### src/rtl/if_fetch_unit.sv
// 3-wide instruction fetch stage: holds the PC, issues three consecutive word addresses,
// and registers the contiguous valid prefix of the returned instructions for decode.
module if_fetch_unit #(
    parameter int unsigned     XLEN     = 32,
    parameter logic [XLEN-1:0] RESET_PC = '0
) (
    input  logic                  clock,
    input  logic                  reset,
    input  logic                  take_branch,
    input  logic [XLEN-1:0]       branch_target,
    input  logic                  id_stall,
    input  logic [2:0][31:0]      Icache_data_out,
    input  logic [2:0]            Icache_valid_out,
    output logic [2:0][XLEN-1:0]  proc2Icache_addr,
    output logic [1:0]            shift,
    output logic [2:0][31:0]      if_inst_out,
    output logic [2:0][XLEN-1:0]  if_pc_out,
    output logic [2:0]            if_valid_out
);

    logic [XLEN-1:0] pc;
    logic [1:0]      count;
    logic [2:0]      prefix;
    logic            accept;

    // Slot 2 is the oldest, so the valid prefix grows from slot 2 downwards.
    always_comb begin
        count = 2'd0;
        if (!Icache_valid_out[2])      count = 2'd0;
        else if (!Icache_valid_out[1]) count = 2'd1;
        else if (!Icache_valid_out[0]) count = 2'd2;
        else                           count = 2'd3;
    end

    assign prefix = {count != 2'd0, count[1], count == 2'd3};
    assign accept = !id_stall && !take_branch;

    // A full window reports 0: PC+12 lies outside what the controller tracks.
    assign shift = (reset && accept && count != 2'd3) ? count : 2'd0;

    assign proc2Icache_addr[2] = pc;
    assign proc2Icache_addr[1] = pc + XLEN'(4);
    assign proc2Icache_addr[0] = pc + XLEN'(8);

    always_ff @(posedge clock or negedge reset) begin
        if (!reset) begin
            pc           <= RESET_PC;
            if_inst_out  <= '0;
            if_pc_out    <= '0;
            if_valid_out <= '0;
        end else if (take_branch) begin
            pc           <= {branch_target[XLEN-1:2], 2'b00};
            if_valid_out <= '0;
        end else if (!id_stall) begin
            pc           <= pc + XLEN'({count, 2'b00});
            if_inst_out  <= Icache_data_out;
            if_pc_out    <= proc2Icache_addr;
            if_valid_out <= prefix;
        end
    end

endmodule

### config.mk
export PLATFORM = sky130hd
export DESIGN_NAME = if_fetch_unit
export DESIGN_NICKNAME = d
export VERILOG_FILES = /design/src/rtl/if_fetch_unit.sv
export SDC_FILE = /design/constraint.sdc
export NUM_CORES = 1
export LEC_CHECK = 0
export CORE_MARGIN = 4
export CORE_UTILIZATION = 31
export DETAILED_ROUTE_END_ITERATION = 12
export MAX_ROUTING_LAYER = met4
export RECOVER_POWER = 25
export SYNTH_ARGS = -nofsm -noshare
export SYNTH_HDL_FRONTEND = slang
export SYNTH_SLANG_ARGS = --single-unit
### constraint.sdc
create_clock -name clock -period 4.7 [get_ports clock]
set_clock_uncertainty 0.1 [all_clocks]
set_input_delay 0.94 -clock clock [delete_from_list [all_inputs] [get_ports clock]]
set_output_delay 0.94 -clock clock [all_outputs]
set_load 0.01 [all_outputs]
==> run metrics, run 1 <==
die width 191 um; Critical path buffers and inverters 1; max-slew violations 152; CP max FO 9; vias in the first global route 9702; grt total ovfl 0; Placed Area ~15000 um^2; Slew HR -78.9%; status finished with violations; number of top-level pins approximately 430; final cell count without fillers approximately 2000; GP Congestion between 0.8 and 0.9; Storage cell area 5460 um^2; hold_buf cts 0; Die Height 191 um; post-synthesis sequential area ratio 52.8%; initial cell density of the core about a third; Worst Setup End Kind output pin; post-synth top area cell dfrtp_1; Cell variety after synth a little under 60; Placeable Area 32700 um^2; multi-input logic area 4430 um^2; setup TNS 0 ns; Final #Nets around 1700; reg-to-reg setup timing slack ~1.9 ns; Clock Sinks ~220; Least-Margin Pin Slew approximately 2.7 ns; CTS max path bufs 3; Syn Std Cell Area just over 10000 um^2; First DRT Iteration DRCs between 500 and 600; share of cells above drive strength 1 under 10%; RSZ-0062 raised after global routing false; Antenna Nets Post-Route 0; failing checks capacitance limit, slew limit; share of the synthesized area in the top cell type 52.8%; Worst path max stage delay approximately 0.55 ns; Clock Latency Late Sink around 0.55 ns; Lkg Pwr roughly 6.9 nW; asr flop ratio synth 100%; Clock H-tree levels 1; global-route usage over all layers between 20% and 30%; Fillers 3157; CP Data Required Time between 3 and 4 ns; top post-synthesis cells by area dfrtp_1, nand2_1, xnor2_1; worst IR drop on VDD around 0.00023 V; post-synthesis cell count around 1100; hpwl dp 28.2 mm; CP Launch Type register; FF-to-FF Start pc[2]; Setup Fix Bufs, Post-CTS 0; Top FF cell, synth dfrtp_1; CTS tree built; cell count after placement between 1500 and 2000; Min-Delay Path Class input port to async pin; syn_area_per_cell roughly 9 um^2; Pre-Repair DR Iteration Count 5; CP cell instances ha_2, nand4_1, or2_2, or4_4, nand2_1, clkdlybuf4s50_1; P per Cell Area approximately 380 nW/um^2; drt drc 0; Clock transition at path regs approximately 0.060 ns; number of enable flip-flop cells after synthesis 0; post-layout min period ~4.5 ns; CTS resizes 0; fmax 222 MHz; initial antenna violation count 4; Setup violations, final 0; Worst Path Arrival 3.47 ns; design area 15700 um^2; RR Endpoint pc[24]; critical path's slowest cell clkdlybuf4s50_1; largest net degree at the start of global routing approximately 180; Yosys Warn Count 0; Final period util 96.0%; wire per inst 19.6 um; die footprint between 30000 and 40000 um^2; synth cell count leaders nand2_1, dfrtp_1, clkbuf_1; Std-Cell Rows 66; area growth from synthesis to layout 51.3%; crit-path leading delay family simple AND/OR/NAND/NOR gates; count leader, synth nand2_1; TritonCTS Buffers 27; vias about 9600; Reg2Reg Depth 8; Final Hold Vio Count 0; Root Buffer clkbuf_16; Crit Path Category register to output pin; number of max-cap violations 3; IO Port Bufs ~410; drt total wl between 30 and 40 mm; first-pass GRT wire length 58.9 mm; Yosys reg bits about 220; CP startpoint pc[3]; Vias/cell 4.82
-- stage by stage --
step	hold WS [ns]	power [mW]	worst slack, ns	util [%]
floorplan	0.414	2.90	1.58	-
global placement	0.358	3.86	0.683	45.2
detailed placement	0.361	3.88	0.680	45.2
CTS	0.217	5.98	0.0780	47.9
global route	0.241	6.19	0.114	47.9
finish	0.230	5.88	0.190	47.9
-- layer usage --
metal	routed length, um	vias up	share of wire (%)	GRT usage (%)
li1	-	4555	-	-
met1	16600	4602	43	27.0
met2	18200	352	47	34.5
met3	2860	64	7.4	5.36
met4	1130	0	2.9	5.61
met5	0	-	0	-
-- kinds of logic after synthesis --
logic type	after synthesis	share of synthesized area (%)
AOI/OAI and AO/OA	98	6.49
muxes	29	3.13
DFF	218	52.8
other	1	0.0363
buffers and inverters	106	4.90
and+or+nand+nor	634	27.4
xor gates and xnor gates	54	4.57
adders and majority gates	5	0.678
-- registers in the layout, indices dropped and copies added (netlist names) --
signal        cells
if_inst_out      96
if_pc_out        89
pc               30
if_valid_out      3
-- cell usage in the layout, fill, tap and decap left out, types with 4 or more instances in the layout --
master	netlist	layout
a221o_1	5	5
nand4_1	23	23
nor2_1	40	39
dfrtp_1	218	218
nand2_1	446	446
clkbuf_16	0	27
inv_1	9	9
mux2_2	27	27
or4_1	19	19
and4_1	11	11
or3_1	12	12
a21o_1	6	6
clkdlybuf4s50_1	0	410
nand3_1	25	25
o31ai_1	11	11
o21ai_0	25	25
nor4_1	10	10
and3_1	12	12
conb_1	1	12
xor2_1	17	17
a31oi_1	20	20
buf_4	21	18
diode_2	0	4
and2_1	7	7
clkbuf_8	0	5
nor3_1	9	9
o211ai_1	10	10
a21oi_1	4	4
o311ai_0	4	4
xnor2_1	37	37
clkbuf_1	45	5
-- how the worst max path moves through the flow --
| stage | to | slack [ns] | depth (start not counted) |
|---|---|---|---|
| 2_1_floorplan | shift[0] | 1.58 | 5 |
| 3_3_place_gp | proc2Icache_addr[63] | 0.68 | 6 |
| 3_5_place_dp | proc2Icache_addr[63] | 0.68 | 6 |
| 4_1_cts | proc2Icache_addr[63] | 0.08 | 6 |
| 5_1_grt | proc2Icache_addr[27] | 0.11 | 6 |
| 6_report | proc2Icache_addr[63] | 0.19 | 6 |
-- final cells by class --
class | instances | share of cell area, %
Clock buffer | 35 | 4.83
Tap cell | 442 | 3.53
Sequential cell | 218 | 34.9
Inverter | 10 | 0.240
Multi-Input combinational cell | 832 | 28.3
Clock inverter | 9 | 0.688
Antenna cell | 4 | 0.0640
Timing Repair Buffer | 435 | 27.5
-- power breakdown --
group	internal, mW	switching, mW
Sequential	2.13	0.203
Combinational	0.812	0.680
Clock	1.23	0.824
Power figures use the tool's default switching activity.
==> run 2: changes to the inputs <==
==> constraint.sdc (replaced) <==
create_clock -name clock -period 5.9 [get_ports clock]
set_clock_uncertainty 0.1 [all_clocks]
set_input_delay 1.18 -clock clock [delete_from_list [all_inputs] [get_ports clock]]
set_output_delay 1.18 -clock clock [all_outputs]
set_load 0.01 [all_outputs]
==> run 2 against run 1 <==
  * The run still ends with capacitance limit, slew limit left
  * Critical endpoint unchanged
  * Wire length hardly changed
  * Die area did not move
  * Design area down 0.28%
  * Flip-flop and latch count is the same
  * First-iteration DRC count increased by 15%
  * Via count shrank 0.39%
  * Sequential share of layout area is 0.098 points higher
  * Clock power down 17%
  * Largest power group unchanged
==> run metrics, run 2 (synthesis results as in run 1) <==
Setup violations, final 0; drt drc 0; CTS tree built; Die Height 191 um; Final Core Density 47.7%; CP max FO 11; Least-Margin Pin Slew approximately 1.8 ns; commonest non-fill, non-tap cells in the layout nand2_1, clkdlybuf4s50_1, dfrtp_1; First DRT Iteration DRCs 645; CTS resizes 0; TritonCTS Buffers 27; largest net degree at the start of global routing roughly 180; Vias/cell 4.82; first-pass GRT wire length just under 60 mm; Setup Fix Bufs, Post-CTS 0; die width ~190 um; grt total ovfl 0; Clock transition at path regs approximately 0.060 ns; Final #Nets between 1500 and 2000; Worst Path Arrival between 3 and 4 ns; CP startpoint pc[4]; drt total wl around 39 mm; Min-Delay Path Class register to register; initial antenna violation count 4; Crit Path Category register to output pin; vias in the first global route ~9500; setup TNS 0 ns; leading cell type in the layout, fill and taps excluded nand2_1; Clock Sinks 218; hpwl dp 28.0 mm; FF-to-FF Start pc[2]; CTS max path bufs 3; Placeable Area about 33000 um^2; fmax between 200 and 250 MHz; post-layout min period approximately 4.9 ns; share of cells above drive strength 1 around 6.3%; max FFs per register 96; number of top-level pins between 400 and 500; Top Registers if_inst_out x96, if_pc_out x89, pc x30; startpoint of the worst hold path if_inst_out[61]; failing checks capacitance limit, slew limit; Pre-Repair DR Iteration Count 5; Slew HR -21.9%; initial cell density of the core 31.6%; CP Data Required Time around 4.6 ns; P per Cell Area about 300 nW/um^2; Worst Setup End Kind output pin; Clock H-tree levels 1; die footprint between 30000 and 40000 um^2; global-route usage over all layers 21.1%; Fillers 3193; number of max-cap violations 2; area growth from synthesis to layout 50.9%; CP Launch Type register; IO Port Bufs between 400 and 500; status finished with violations; GP Congestion around 0.82; Biggest register if_inst_out; Final period util between 80 and 90%; wire per inst 19.6 um; Antenna Nets Post-Route 0; Final Hold Vio Count 0; Std-Cell Rows 66; max-slew violations 101; vias about 9500; Root Buffer clkbuf_16; RSZ-0062 raised after global routing false; hold_buf cts 0; Lkg Pwr around 7 nW; Clock Latency Late Sink 0.54 ns; worst IR drop on VDD approximately 0.00024 V
[run 2: critical path, stage by stage (launching register included)]
cell             delay, ns
dfrtp_1               0.56
ha_1                  0.47
nand4_1               0.45
or2_2                 0.51
or4_4                 0.43
nand2_1               0.08
clkdlybuf4s50_1       0.55
[run 2: cell type report]
type / instances / area, um^2 / area share (%)
Sequential cell: 218 / 5460 / 35.0
Multi-Input combinational cell: 832 / 4430 / 28.4
Timing Repair Buffer: 424 / 4210 / 27.0
Clock buffer: 38 / 777 / 4.98
Tap cell: 442 / 553 / 3.54
Clock inverter: 9 / 129 / 0.826
Inverter: 10 / 37.5 / 0.240
Antenna cell: 5 / 12.5 / 0.0802
[run 2: final timing paths]
kind                                        end  slack [ns]  depth (start not counted)
setup / recovery           proc2Icache_addr[63]        1.03                          6
hold / removal                  if_inst_out[61]        0.37                          2
setup reg to reg                         pc[26]        2.85                          8
hold reg to reg                 if_inst_out[61]        0.37                          2
max in group asynchronous         if_pc_out[72]        1.74                          3
min in group asynchronous       if_inst_out[53]        0.99                          1
[run 2: per-layer routing]
layer	up-vias	GRT usage, %	share of wire (%)
li1	4545	-	-
met1	4583	26.3	42
met2	365	34.4	48
met5	-	-	0
met4	0	4.39	2.2
met3	43	6.15	8.1
[run 2: stage by stage]
| step | std cells | setup slack [ns] | hold WS [ns] | area, um^2 | power, mW |
|---|---|---|---|---|---|
| after floorplan | 1156 | 2.30 | 0.414 | 10400 | 2.31 |
| after global placement | 1926 | 1.44 | 0.357 | 14700 | 3.07 |
| after detailed placement | 1926 | 1.43 | 0.361 | 14700 | 3.08 |
| after CTS | 1973 | 0.990 | 0.373 | 15600 | 4.81 |
| after global routing | 1977 | 0.669 | 0.385 | 15600 | 4.96 |
| final | 1978 | 1.03 | 0.367 | 15600 | 4.73 |
[run 2: where the power goes]
group	internal, mW	total [mW]	switching (mW)
clock network	1.04	1.70	0.656
registers	1.70	1.87	0.172
logic	0.631	1.16	0.529
==> run 3: changes to the inputs <==
==> constraint.sdc (replaced) <==
create_clock -name clock -period 4.05 [get_ports clock]
set_clock_uncertainty 0.1 [all_clocks]
set_input_delay 0.81 -clock clock [delete_from_list [all_inputs] [get_ports clock]]
set_output_delay 0.81 -clock clock [all_outputs]
set_load 0.01 [all_outputs]
==> run 3 against run 2 <==
  * The run still ends with capacitance limit, slew limit left
  * Die area stayed put
  * Non-clock buffer count is 36 higher
  * Worst hold slack better by 0.0036 ns
  * Sequential power is 43% higher
  * Critical path depth is 1 lower
  * Flip-flop and latch count stayed put
  * Register-to-register slack worse by 1.4 ns
  * Sequential share of layout area is 0.50 points lower
  * Clock power is 33% higher
  * Clock-buffer cell count is 5 higher
  * Critical path type unchanged
==> run metrics, run 3 (synthesis results as in run 1) <==
initial cell density of the core a little under a third; commonest non-fill, non-tap cells in the layout nand2_1, clkdlybuf4s50_1, dfrtp_1; Lkg Pwr roughly 7.0 nW; die footprint 36300 um^2; drt drc 0; wire per inst approximately 19 um; Final period util 97.5%; GP Congestion 0.838; RSZ-0062 raised after global routing false; hold slack 0.370 ns; initial antenna violation count 8; Fillers ~3100; failing checks capacitance limit, slew limit; Setup violations, final 0; share of cells above drive strength 1 9.38%; hpwl dp just under 30 mm; CTS max path bufs 3; Worst Path Arrival about 3.0 ns; final cell count without fillers roughly 2000; drt total wl around 39 mm; leading cell type in the layout, fill and taps excluded nand2_1; CTS tree built; Pre-Repair DR Iteration Count 5; die width between 150 and 200 um; status finished with violations; IO Port Bufs approximately 410; Least-Margin Pin Slew 1.73 ns; cell count after placement 1957; Vias/cell a little under 5; Biggest register if_inst_out; fmax around 250 MHz; Worst Setup End Kind output pin; area growth from synthesis to layout 53.4%; Total Power roughly 6.7 mW; P per Cell Area 425 nW/um^2; CP Data Required Time 3.14 ns; Min-Delay Path Class register to register; Clock transition at path regs ~0.060 ns; largest net degree at the start of global routing approximately 180; number of max-cap violations 2; Clock Latency Late Sink 0.55 ns; Final Hold Vio Count 0; Root Buffer clkbuf_16; vias in the first global route ~10000; CP Launch Type register; First DRT Iteration DRCs between 500 and 600; vias 9735; first-pass GRT wire length 59.4 mm; worst IR drop on VDD about 0.00030 V; Placeable Area around 33000 um^2; Clock Sinks 218; Clock H-tree levels 1; Final #Nets roughly 1700; max-slew violations 129; grt total ovfl 0; TritonCTS Buffers 27; max FFs per register 96; Top Registers if_inst_out x96, if_pc_out x89, pc x30; Slew HR -15.4%; CP max FO 12; Std-Cell Rows 66; Antenna Nets Post-Route 0; setup TNS 0 ns; post-layout min period around 4 ns; Crit Path Category register to output pin; Die Height about 190 um; global-route usage over all layers 21.5%; number of top-level pins 428
## run 3: changes by cell type in the layout (fill, tap and decap cells not counted), sizes merged
cell           before  now
diode               5    8
clkdlybuf4s50     386  410
clkinv              4    5
clkbuf             41   47
buf                10   44
bufinv              3    0
dlygate4sd3        25    2
clkinvlp            2    0
## run 3: critical path, cell delays in order, from the launching register on
cell and delay, ns:
dfrtp_2 0.52, nand4_2 0.25, or4_1 0.58, or4_1 0.45, nand2_1 0.09, clkdlybuf4s50_1 0.60
## run 3: power breakdown
group	leakage, nW	switching [mW]	internal [mW]
registers	2.65	0.207	2.48
clock network	0.402	0.938	1.32
logic	3.96	0.832	0.965
## run 3: final cells by class
cell class / count / area (um^2) / area share [%]
Antenna cell: 8 / 20.0 / 0.126
Clock buffer: 43 / 786 / 4.95
Clock inverter: 5 / 28.8 / 0.181
Inverter: 10 / 37.5 / 0.237
Multi-Input combinational cell: 832 / 4470 / 28.2
Sequential cell: 218 / 5470 / 34.5
Tap cell: 442 / 553 / 3.49
Timing Repair Buffer: 460 / 4500 / 28.4
## run 3: final timing paths
check	from	end	slack [ns]	cells past startpoint
setup / recovery	pc[17]	proc2Icache_addr[26]	0.1	5
hold / removal	if_inst_out[39]	if_inst_out[39]	0.37	2
setup reg to reg	pc[3]	pc[29]	1.49	6
min in group asynchronous	reset	if_inst_out[52]	0.58	2
max in group asynchronous	reset	pc[10]	1.37	4
hold reg to reg	if_inst_out[39]	if_inst_out[39]	0.37	2
## run 3: through the flow
step	worst slack [ns]	util, %	area [um^2]
floorplan	1.10	-	10400
finish	0.0999	48.5	15900
global placement	0.432	45.7	15000
detailed placement	0.399	45.7	15000
global route	0.00328	48.5	15900
CTS	0.00690	48.3	15800
## run 3: what timing repair did
item / in CTS / in global routing
pin swaps: 1 / 0
resized for setup: 10 / 12
setup endpoints to repair: 13 / 15
hold buffers: 1 / 0
hold endpoints to repair: 7 / 0
setup buffers: 1 / 3
## run 3: metal layers
layer	share of wire [%]	wire (um)	up-vias	track usage, %
li1	-	-	4623	-
met1	41	16300	4660	26.9
met2	47	18500	396	34.5
met3	8.6	3380	56	6.24
met4	2.9	1130	0	5.72
met5	0	0	-	-
